==> src/rtl/mem_bus_pkg.sv <==
// Shared types for the fetch/mem-stage memory bus arbiter.
package mem_bus_pkg;

  typedef enum logic [1:0] {IDLE, BUSY, RESP} state_t;
  typedef enum logic {OWNER_INSTR, OWNER_DATA} owner_t;

  localparam logic [63:0] BUS_ERROR_READ_VALUE = 64'hFFFF_FFFF_FFFF_FFFF;

  typedef struct packed {
    logic        wr;
    logic [63:0] addr;
    logic [63:0] wdata;
    logic [7:0]  mask;
  } bus_req_t;

endpackage

==> src/rtl/mem_bus_arbiter.sv <==
// Arbitrates the single 64-bit memory bus between instruction fetch and data ports,
// one transaction at a time, with starvation guard and bus timeout abort.
module mem_bus_arbiter
  import mem_bus_pkg::*;
#(
  parameter int TIMEOUT_CYCLES = 255,
  parameter int STARVE_LIMIT   = 4
) (
  input  logic        clk,
  input  logic        rst_n,
  input  logic        instr_read_in,
  input  logic [63:0] instr_address_in,
  output logic        instr_ready_out,
  output logic [63:0] instr_read_value_out,
  input  logic        data_read_in,
  input  logic        data_write_in,
  input  logic [63:0] data_address_in,
  input  logic [63:0] data_write_value_in,
  input  logic [7:0]  data_write_mask_in,
  output logic        data_ready_out,
  output logic [63:0] data_read_value_out,
  output logic        bus_valid_out,
  output logic        bus_write_out,
  output logic [63:0] bus_address_out,
  output logic [63:0] bus_write_value_out,
  output logic [7:0]  bus_write_mask_out,
  input  logic        bus_ready_in,
  input  logic [63:0] bus_read_value_in,
  output logic        bus_error_out
);

  localparam int            SW         = $clog2(STARVE_LIMIT + 1);
  localparam logic [7:0]    WAIT_MAX   = 8'(TIMEOUT_CYCLES);
  localparam logic [SW-1:0] STARVE_MAX = SW'(STARVE_LIMIT);

  state_t        state, state_nx;
  owner_t        owner;
  bus_req_t      bus_q;
  logic [7:0]    wait_cnt;
  logic [SW-1:0] starve_cnt;
  logic          data_req, grant_data, grant_instr, timeout, done;
  logic [63:0]   capture_value;

  assign data_req      = data_read_in | data_write_in;
  assign grant_data    = data_req && !(instr_read_in && starve_cnt == STARVE_MAX);
  assign grant_instr   = instr_read_in && !grant_data;
  assign timeout       = (wait_cnt == WAIT_MAX) && !bus_ready_in;
  assign done          = bus_ready_in || timeout;
  assign capture_value = bus_ready_in ? bus_read_value_in : BUS_ERROR_READ_VALUE;

  assign bus_write_out       = bus_q.wr;
  assign bus_address_out     = bus_q.addr;
  assign bus_write_value_out = bus_q.wdata;
  assign bus_write_mask_out  = bus_q.mask;

  always_comb begin
    state_nx = state;
    case (state)
      IDLE:    if (grant_data || grant_instr) state_nx = BUSY;
      BUSY:    if (done) state_nx = RESP;
      RESP:    state_nx = IDLE;
      default: state_nx = IDLE;
    endcase
  end

  always_ff @(posedge clk or negedge rst_n) begin
    if (!rst_n) state <= IDLE;
    else        state <= state_nx;
  end

  always_ff @(posedge clk or negedge rst_n) begin
    if (!rst_n) begin
      owner                <= OWNER_INSTR;
      bus_q                <= '0;
      bus_valid_out        <= 1'b0;
      bus_error_out        <= 1'b0;
      instr_ready_out      <= 1'b0;
      data_ready_out       <= 1'b0;
      instr_read_value_out <= '0;
      data_read_value_out  <= '0;
      wait_cnt             <= '0;
      starve_cnt           <= '0;
    end else begin
      instr_ready_out <= 1'b0;
      data_ready_out  <= 1'b0;
      bus_error_out   <= 1'b0;
      case (state)
        IDLE: begin
          if (grant_data) begin
            owner         <= OWNER_DATA;
            bus_valid_out <= 1'b1;
            wait_cnt      <= '0;
            bus_q <= '{wr: data_write_in, addr: data_address_in, wdata: data_write_value_in,
                       mask: data_write_in ? data_write_mask_in : 8'h00};
            // only data grants that bypass a waiting fetch count toward starvation
            if (!instr_read_in)                starve_cnt <= '0;
            else if (starve_cnt != STARVE_MAX) starve_cnt <= starve_cnt + SW'(1);
          end else if (grant_instr) begin
            owner         <= OWNER_INSTR;
            bus_valid_out <= 1'b1;
            wait_cnt      <= '0;
            starve_cnt    <= '0;
            bus_q <= '{wr: 1'b0, addr: instr_address_in, wdata: 64'h0, mask: 8'h00};
          end
        end
        BUSY: begin
          if (done) begin
            bus_valid_out <= 1'b0;
            bus_error_out <= !bus_ready_in;
            if (owner == OWNER_DATA) data_ready_out  <= 1'b1;
            else                     instr_ready_out <= 1'b1;
            if (!bus_q.wr) begin
              if (owner == OWNER_DATA) data_read_value_out  <= capture_value;
              else                     instr_read_value_out <= capture_value;
            end
          end else begin
            wait_cnt <= wait_cnt + 8'd1;
          end
        end
        default: ;
      endcase
    end
  end

endmodule

==> config.mk <==
export PLATFORM = sky130hd
export DESIGN_NAME = mem_bus_arbiter
export DESIGN_NICKNAME = d
export VERILOG_FILES = /design/src/rtl/mem_bus_pkg.sv /design/src/rtl/mem_bus_arbiter.sv
export SDC_FILE = /design/constraint.sdc
export NUM_CORES = 1
export LEC_CHECK = 0
export BUFFER_PORTS_ARGS = -buffer_cell sky130_fd_sc_hd__buf_4
export CAP_MARGIN = 20
export CORE_AREA = 2 2 211 213
export DETAILED_ROUTE_END_ITERATION = 10
export DIE_AREA = 0 0 213 215
export HOLD_SLACK_MARGIN = 0.03
export SETUP_SLACK_MARGIN = 0.15
export SLEW_MARGIN = 20
export SYNTH_ARGS = -nofsm -noshare
export SYNTH_HDL_FRONTEND = slang
export SYNTH_SLANG_ARGS = --single-unit
==> constraint.sdc <==
create_clock -name clk -period 3.17 [get_ports clk]
set_clock_uncertainty 0.05 [all_clocks]
set_input_delay 0.634 -clock clk [delete_from_list [all_inputs] [get_ports clk]]
set_output_delay 0.634 -clock clk [all_outputs]
set_load 0.01 [all_outputs]
==> impl.org, run 1 <==
** Outcome
- The flow ran to the end, and the final reports show no timing, DRC or antenna violations.

** Worst hold path
- The path class of the tightest hold or removal check is input port to flop.
- The worst hold path begins at data_write_value_in[31].

** Floorplanning
- Die outline area :: between 40,000 and 50,000 µm²
- Die X-Extent :: between 200 and 250 µm
- From bottom edge to top edge, the die measures ~220 µm.
- Number of placement rows :: between 70 and 80
- For this configuration, the core starts out at a cell density of 0.257.
- Core area :: about 44,000 µm²
- Number of primary I/O pins :: about 540

** Cells and area
- In the final layout, the share of cells above drive strength 1 is 0.419.
- Synth-to-Final Area Change :: 50.6%
- The repair_antennas step left the layout with diodes totalling 0.
- Final net count :: approximately 1,700
- Final-layout fill cell count :: around 4,300

** Worst setup path
- Cells traversed along the worst timing path :: ha_1 > nand3_4 > nor3_2 > o21a_2 > buf_12 > a2bb2oi_1
- The largest individual stage delay along the critical path comes from the cell sky130_fd_sc_hd__o21a_2.
- In this run the worst path has a maximum fanout of between 40 and 50.
- In this run the worst setup path begins at wait_cnt[0]$_DFFE_PN0P_.
- On the worst path, the slowest cell contributes a delay of 0.51 ns.
- STA puts the critical path data required time at 3.59 ns.
- The kind of cell with the highest combined delay along the critical path is compound AO/OA/AOI/OAI gates.
- The worst setup path is captured at a flop.
- Worst setup path category :: flop to flop
- The number of buffers and inverters on the critical path is 1.
- At the worst endpoint, the arrival time is about 2.7 ns.
- The startpoint identified for the worst register-to-register timing path is wait_cnt[0]$_DFFE_PN0P_.
- Crit start category :: flop

** Timing
- Fin. max-slew vios :: 0
- Final setup violation count :: 0
- After routing, the total negative slack on setup checks comes to 0 ns.
- After layout, the worst setup slack is approximately 0.93 ns.
- Fmax :: roughly 450 MHz
- Setup repair after global routing left no endpoint under its margin.
- At the pin with the least slew margin, the transition time is between 0.8 and 0.9 ns.
- Shortest period the worst path allows :: ~2.2 ns
- Max_slew headroom :: 0.437
- Dividing the final minimum period by the clock period gives 0.707.
- Final hold violation count :: 0
- Hold timing on the final database bottoms out at a slack of around 0.23 ns.

** Detailed routing
- The pre-antenna-repair detailed-routing pass consisted of 5 iterations.
- Across all layers, the routed design uses 9,698 vias.
- Via-to-Cell Ratio :: between 4 and 5
- The detailed router finished its first iteration with 554 violations.
- DR WL/cell :: about 17 µm
- Once detail routing completed, the nets flagged for antenna violations numbered 0.
- Overall routed net length :: between 30 and 40 mm
- For this run, design rule violations remaining after detail routing come to 0.

** Yosys
- Post-synth top cells :: 283 x sky130_fd_sc_hd__dfrtp_1, 137 x sky130_fd_sc_hd__nand2_1, 131 x sky130_fd_sc_hd__nor2_1
- Summing every instance area after synthesis gives around 11,000 µm².
- Yosys warns :: 0
- Most common cell in the synthesized netlist :: sky130_fd_sc_hd__dfrtp_1
- Post-Synthesis Cells :: about 960
- Counting flops with an async set or reset pin after synthesis yields a share of 1.00.
- Leading post-synthesis cells by cell area :: sky130_fd_sc_hd__dfrtp_1 63%, sky130_fd_sc_hd__a2bb2oi_1 9.8%, sky130_fd_sc_hd__a22o_1 5.1%
- EDFF count, synth :: 0
- In this run the mean area of a mapped cell was around 12 µm².
- After synthesis the netlist holds a flip-flop and latch count of 283.
- Cell type with the largest total area after synthesis :: sky130_fd_sc_hd__dfrtp_1
- Counting every net in the synthesized netlist gives roughly 1,200.
- Of the post-synthesis cell area, the dominant cell type holds 0.632.
- Number of distinct standard cells referenced by the synthesized netlist :: 40
- Most instantiated flip-flop cell in the synthesis netlist :: sky130_fd_sc_hd__dfrtp_1
- The share of the Yosys chip area taken by registers is 0.632.

** Clocking
- The tree built by TritonCTS fans out to approximately 280 sinks.
- H-tree depth :: 1
- Once the clock tree was built, the resizer swapped 0 gates to a different size.
- Number of buffers inserted by post-CTS setup repair :: 0
- Clock root buffer :: sky130_fd_sc_hd__clkbuf_16
- After clock tree synthesis, the clock-pin slew on the worst setup and hold paths is approximately 0.06 ns.
- TritonCTS built the clock tree.
- Number of buffers added by the clock tree synthesis step :: 31
- The number of hold buffers added after CTS was 1.
- CTS max path bufs :: 3
- Clock network latency to the later pin of the worst-skew pair :: 0.57 ns

** Global route
- The first global-routing pass estimated 56.6 mm of wire.
- Remaining global-route overflow :: 0
- The number of global-route vias before repair came to approximately 9,900.
- Largest net degree at the start of global routing :: 83
- The number of antenna violations at the first check in global routing was 1.
- Across every metal layer, demand over resource in global routing totals 0.154.

** Power
- Total power draw :: 0.0173 W
- Static leakage :: roughly 8 nW
- VDD sags by at most between 0.4 and 0.5 mV.
- Total power divided by cell area :: approximately 1000 nW/µm²

** Placed design
- At the end of routability-driven placement, the weighted congestion stood at roughly 0.82.
- Dpl ws :: 0.570 ns
- Once detailed placement completed, the half-perimeter wirelength came to around 26 mm.
- Port buffering added 538 buffers.

** Run
- Total of max-cap violations :: 0
==> logic make-up (layout without fill, tap and decap cells) <==
kind of cell | count (synthesis) | in the layout | synth area share
fa+ha+maj | 3 | 3 | 0.00335
mux | 1 | 1 | 0.000893
simple gates | 297 | 297 | 0.107
flops | 283 | 283 | 0.632
compound gates | 289 | 289 | 0.212
buf+inv | 89 | 627 | 0.0455
==> layer usage <==
| metal | up-vias | track usage | wire, µm |
|---|---|---|---|
| met1 | 4745 | 0.192 | 14900 |
| met5 | - | 0 | 0 |
| met3 | 63 | 0.0462 | 3230 |
| met2 | 391 | 0.256 | 17400 |
| li1 | 4499 | - | - |
| met4 | 0 | 0.0499 | 1060 |
==> area by class of cell <==
type	count	area, µm²	share of cell area
multi-input combinational	590	3660	0.217
inverter	7	26.3	0.00156
timing repair buffer	563	4350	0.258
tap	592	741	0.0439
sequential	283	7080	0.419
clock inverter	7	68.8	0.00408
clock buffer	50	957	0.0567
==> cell usage in the layout, fill, tap and decap left out, types with 2 or more instances in the layout <==
cell,n
sky130_fd_sc_hd__a22o_1,65
sky130_fd_sc_hd__nand3_1,6
sky130_fd_sc_hd__clkbuf_1,8
sky130_fd_sc_hd__a32o_1,8
sky130_fd_sc_hd__or3_1,2
sky130_fd_sc_hd__buf_12,9
sky130_fd_sc_hd__and2_1,2
sky130_fd_sc_hd__nor3_1,4
sky130_fd_sc_hd__o21a_2,3
sky130_fd_sc_hd__a21o_1,4
sky130_fd_sc_hd__a2bb2oi_2,3
sky130_fd_sc_hd__a2bb2oi_1,125
sky130_fd_sc_hd__buf_4,552
sky130_fd_sc_hd__nor2_1,130
sky130_fd_sc_hd__a211o_1,2
sky130_fd_sc_hd__nand2_1,137
sky130_fd_sc_hd__clkinv_2,3
sky130_fd_sc_hd__nor3_2,2
sky130_fd_sc_hd__dfrtp_1,283
sky130_fd_sc_hd__ha_1,3
sky130_fd_sc_hd__a31oi_1,65
sky130_fd_sc_hd__clkbuf_16,31
sky130_fd_sc_hd__clkinvlp_4,2
sky130_fd_sc_hd__o21ai_0,6
sky130_fd_sc_hd__inv_1,6
sky130_fd_sc_hd__nand4_1,3
sky130_fd_sc_hd__clkbuf_8,11
==> stage by stage <==
step | area (µm²) | utilization | instances
after floorplan | 11200 | - | 962
after global placement | 15800 | 0.363 | 2034
after detailed placement | 15800 | 0.363 | 2034
after CTS | 16900 | 0.387 | 2092
after global routing | 16900 | 0.387 | 2092
final | 16900 | 0.387 | 2092
==> final timing paths <==
check,end,slack (ns),depth (start not counted)
max reg2reg,data_read_value_out[10]$_DFFE_PN0P_,0.93,6
max,data_read_value_out[10]$_DFFE_PN0P_,0.93,6
max in group asynchronous,bus_address_out[36]$_DFFE_PN0P_,1.66,3
min,bus_write_value_out[31]$_DFFE_PN0P_,0.23,2
min in group asynchronous,instr_read_value_out[34]$_DFFE_PN0P_,0.61,2
min reg2reg,starve_cnt[2]$_DFFE_PN0P_,0.43,1
==> report_power, final <==
group	switching, W	internal [W]
Clock	0.00145	0.00213
Combinational	0.00350	0.00384
Sequential	0.00106	0.00533
==> state kept, by name (all words and copies together), names as in the netlist, 2 cells and up <==
register / flops
bus_address_out: 64
bus_write_mask_out: 8
bus_write_value_out: 64
data_read_value_out: 64
instr_read_value_out: 64
starve_cnt: 3
state: 2
wait_cnt: 8
Note: power is estimated with default switching activity, not from simulation.
==> inputs of run 2 (changes only) <==
--- a/config.mk
+++ b/config.mk
@@ -7,9 +7,9 @@
 export LEC_CHECK = 0
 export BUFFER_PORTS_ARGS = -buffer_cell sky130_fd_sc_hd__buf_4
 export CAP_MARGIN = 20
-export CORE_AREA = 2 2 211 213
+export CORE_AREA = 2 2 207 209
 export DETAILED_ROUTE_END_ITERATION = 10
-export DIE_AREA = 0 0 213 215
+export DIE_AREA = 0 0 209 211
 export HOLD_SLACK_MARGIN = 0.03
 export SETUP_SLACK_MARGIN = 0.15
 export SLEW_MARGIN = 20
==> constraint.sdc (replaced) <==
create_clock -name clk -period 2.2 [get_ports clk]
set_clock_uncertainty 0.05 [all_clocks]
set_input_delay 0.44 -clock clk [delete_from_list [all_inputs] [get_ports clk]]
set_output_delay 0.44 -clock clk [all_outputs]
set_load 0.01 [all_outputs]
==> impl.org, run 2 (synthesis results as in run 1) <==
** Outcome
- Status :: finished, final reports clean (unchanged)

** Cells and area
- Final-layout fill cell count :: 3,964 (was 4,320)
- The utilization of the core after routing is 0.420 (was 0.387).
- Most frequent standard cell in the layout excluding fill and tap cells :: sky130_fd_sc_hd__buf_4 (unchanged)
- Fraction of layout instances using a drive strength above 1 :: 0.417 (was 0.419)
- The final instance area was 17,500 µm² (was 16,900 µm²).
- Final net count :: 1,808 (was 1,749)
- Top library cells by usage in the layout, fill and taps aside: 564 x sky130_fd_sc_hd__buf_4, 283 x sky130_fd_sc_hd__dfrtp_1, 137 x sky130_fd_sc_hd__nand2_1 (was 552 x sky130_fd_sc_hd__buf_4, 283 x sky130_fd_sc_hd__dfrtp_1, 137 x sky130_fd_sc_hd__nand2_1).
- The post-synthesis to final-layout area growth came to 56.3% (was 50.6%).
- The combined flip-flop and latch cell area was 7080 µm² (unchanged).
- Area of combinational cells with multiple inputs :: 3690 µm² (was 3660 µm²)

** Global route
- The number of global-route vias before repair is 10,400 (was 9,933).
- The maximum number of pins on one net before global-route repair is 74 (was 83).
- The number of antenna violations at the first check in global routing is 0 (was 1).
- The total overflow reported by the global router came to 0 (unchanged).
- The global router's overall resource usage is 0.167 (was 0.154).
- Global-route wire length before repair :: 59.1 mm (was 56.6 mm)

** Worst setup path
- The critical register-to-register path startpoint is state[0]$_DFFE_PN0P_ (was wait_cnt[0]$_DFFE_PN0P_).
- Worst Setup EP :: bus_write_value_out[55]$_DFFE_PN0P_ (was data_read_value_out[10]$_DFFE_PN0P_)
- The endpoint class of the critical path is a flop (unchanged).
- The count of buffer and inverter cells on the critical path is 2 (was 1).
- The kind of critical path is flop to flop (unchanged).
- Delay of the slowest cell on the worst path :: 0.57 ns (was 0.51 ns)
- The standard cell with the maximum stage delay on the critical path is sky130_fd_sc_hd__or3_2 (was sky130_fd_sc_hd__o21a_2).
- The critical path's top delay family is simple AND/OR/NAND/NOR gates (was compound AO/OA/AOI/OAI gates).
- Levels on crit path :: 4 (was 6)
- The data arrival at the endpoint of the critical path is 2.32 ns (was 2.67 ns).
- Crit start category :: flop (unchanged)
- Cells traversed along the worst timing path: or3_2 > buf_12 > buf_4 > a22o_1 (was ha_1 > nand3_4 > nor3_2 > o21a_2 > buf_12 > a2bb2oi_1).
- The reg2reg setup slack was 0.26 ns (was 0.93 ns).
- Endpoint required time on the critical path :: 2.58 ns (was 3.59 ns)
- The highest fanout seen on the critical path was 36 (was 45).
- CP Launch Point :: state[0]$_DFFE_PN0P_ (was wait_cnt[0]$_DFFE_PN0P_)
- Worst r2r path cells :: 4 (was 6)
- The endpoint of the worst-slack reg-to-reg timing path was bus_write_value_out[55]$_DFFE_PN0P_ (was data_read_value_out[10]$_DFFE_PN0P_).

** Clocking
- The worst-case clock buffer depth is 3 (unchanged).
- Clock network latency to the later pin of the worst-skew pair :: 0.55 ns (was 0.57 ns)
- The cell at the root of the clock tree is sky130_fd_sc_hd__clkbuf_16 (unchanged).
- Number of buffers added by the clock tree synthesis step :: 30 (was 31)
- The clock transition at the registers of the reported paths came to 0.06 ns (about the same).
- The CTS tree was done (unchanged).
- The H-tree depth is 1 (unchanged).
- The TritonCTS sink count was 283 (unchanged).

** Timing
- The worst slew slack as a fraction of its limit is 0.635 (was 0.437).
- The post-route clock period utilization is 0.882 (was 0.707).
- The number of failing hold endpoints at the final stage was 0 (unchanged).
- The max-slew violation count was 0 (unchanged).
- Setup repair after global routing missed its margin :: no (unchanged)
- The transition time of the tightest slew-check pin came to 0.548 ns (was 0.845 ns).
- The highest clock frequency the design can meet was 515 MHz (was 446 MHz).
- The aggregate negative setup slack is 0 ns (unchanged).
- The minimum period implied by the final worst setup slack came to 1.94 ns (was 2.24 ns).
- Worst hold-check slack :: 0.0540 ns (was 0.229 ns)
- The final number of setup-violating endpoints is 0 (unchanged).

** Placed design
- Area after detailed placement :: 16,000 µm² (was 15,800 µm²)
- The number of buffer cells added on primary ports is 538 (unchanged).
- The HPWL after detailed placement is 27.1 mm (was 26.3 mm).
- GPL Wtd Cong :: 0.859 (was 0.818)

** Power
- Proportion of total power due to net switching :: 0.347 (was 0.348)
- The net switching power came to 0.00883 W (was 0.00602 W).
- The power density over cell area is 1450 nW/µm² (was 1030 nW/µm²).
- The sum of internal, switching and leakage power is 0.0254 W (was 0.0173 W).
- The part of the total power dissipated in combinational logic came to 0.434 (was 0.424).
- The share of power burned in registers is 0.363 (was 0.369).
- The internal cell power was 0.0166 W (was 0.0113 W).
- Clk pwr share :: 0.204 (was 0.207)
- The leakage power summed over all cells was 8.36 nW (was 8.03 nW).
- Worst voltage drop across the vdd grid :: 0.729 mV (was 0.451 mV)

** Run
- Total of max-cap violations :: 0 (unchanged)

** Floorplanning
- The initial core utilization is 0.269 (was 0.257).
- The die outline area was 44,100 µm² (was 45,800 µm²).
- The number of rows in the core area is 75 (was 77).
- Die X-Extent :: 209 µm (was 213 µm)
- Core area :: 41,800 µm² (was 43,600 µm²)
- The height of the die came to 211 µm (was 215 µm).
- Number of primary I/O pins :: 539 (unchanged)

** Detailed routing
- The remaining antenna violation count was 0 (unchanged).
- The number of vias per cell after detailed routing came to 4.75 (was 4.64).
- Number of design rule violations left after detail routing :: 0 (unchanged)
- DR WL/cell :: 18.4 µm (was 17.5 µm)
- Number of optimization iterations in the first detailed-route pass :: 5 (unchanged)
- The sum of routed wire length over all layers is 38.7 mm (was 36.6 mm).
- Count of vias placed by the detailed router :: 9,966 (was 9,698)
- The count of routing violations after the opening detailed-route iteration was 718 (was 554).

** Worst hold path
- Hold Crit Class :: input port to flop (unchanged)
run 2: cell count changes in the layout (fill, tap and decap cells not counted), sizes merged, moves of 2 or more:
| cell | before | now |
|---|---|---|
| buf | 562 | 583 |
| diode | 0 | 2 |
| dlygate4sd3 | 1 | 38 |
| clkbuf | 50 | 47 |
| bufinv | 1 | 3 |
run 2: how the worst min path moves through the flow:
stage | endpoint | cells after the start | from | slack, ns
after floorplan | bus_address_out[0]$_DFFE_PN0P_ | 0 | rst_n | 0.09
after global placement | data_read_value_out[37]$_DFFE_PN0P_ | 1 | rst_n | 0.37
after detailed placement | data_read_value_out[37]$_DFFE_PN0P_ | 1 | rst_n | 0.37
after CTS | bus_write_value_out[60]$_DFFE_PN0P_ | 2 | data_write_value_in[60] | 0.03
after global routing | bus_write_value_out[62]$_DFFE_PN0P_ | 2 | data_write_value_in[62] | 0.03
final | bus_write_value_out[63]$_DFFE_PN0P_ | 2 | data_write_value_in[63] | 0.05
run 2: power groups by stage:
stage                     Clock [W]  Sequential, W  Combinational, W
after floorplan                   0         0.0101           0.00422
after CTS                   0.00530        0.00922            0.0110
after global placement            0        0.00924            0.0108
final                       0.00518        0.00923            0.0110
after detailed placement          0        0.00922            0.0110
after global routing        0.00552        0.00954            0.0119
run 2: cell type report:
type / count / share of cell area
tap: 539 / 0.0385
inverter: 7 / 0.00150
clock buffer: 45 / 0.0507
antenna: 2 / 0.000286
sequential: 283 / 0.404
timing repair buffer: 623 / 0.288
multi-input combinational: 590 / 0.210
clock inverter: 9 / 0.00714
run 2: repair_timing:
action,4_1_cts,5_1_grt
hold buffers,38,0
gates resized for setup,0,4
setup buffers,0,3
endpoints found under the setup margin,0,57
endpoints found under the hold margin,85,0
run 2: stage by stage:
| step | instances | worst slack (ns) |
|---|---|---|
| 4_1_cts | 2091 | 0.173 |
| 3_5_place_dp | 1999 | 0.0140 |
| 3_3_place_gp | 1999 | 0.0328 |
| 6_report | 2098 | 0.260 |
| 5_1_grt | 2096 | 0.173 |
| 2_1_floorplan | 962 | 0.499 |
run 2: metal layers:
layer  GRT usage  up-vias  routed length [µm]
met4      0.0591        0                1180
li1            -     4620                   -
met1       0.214     4847               16300
met2       0.285      428               18800
met3      0.0315       71                2410
met5           0        -                   0
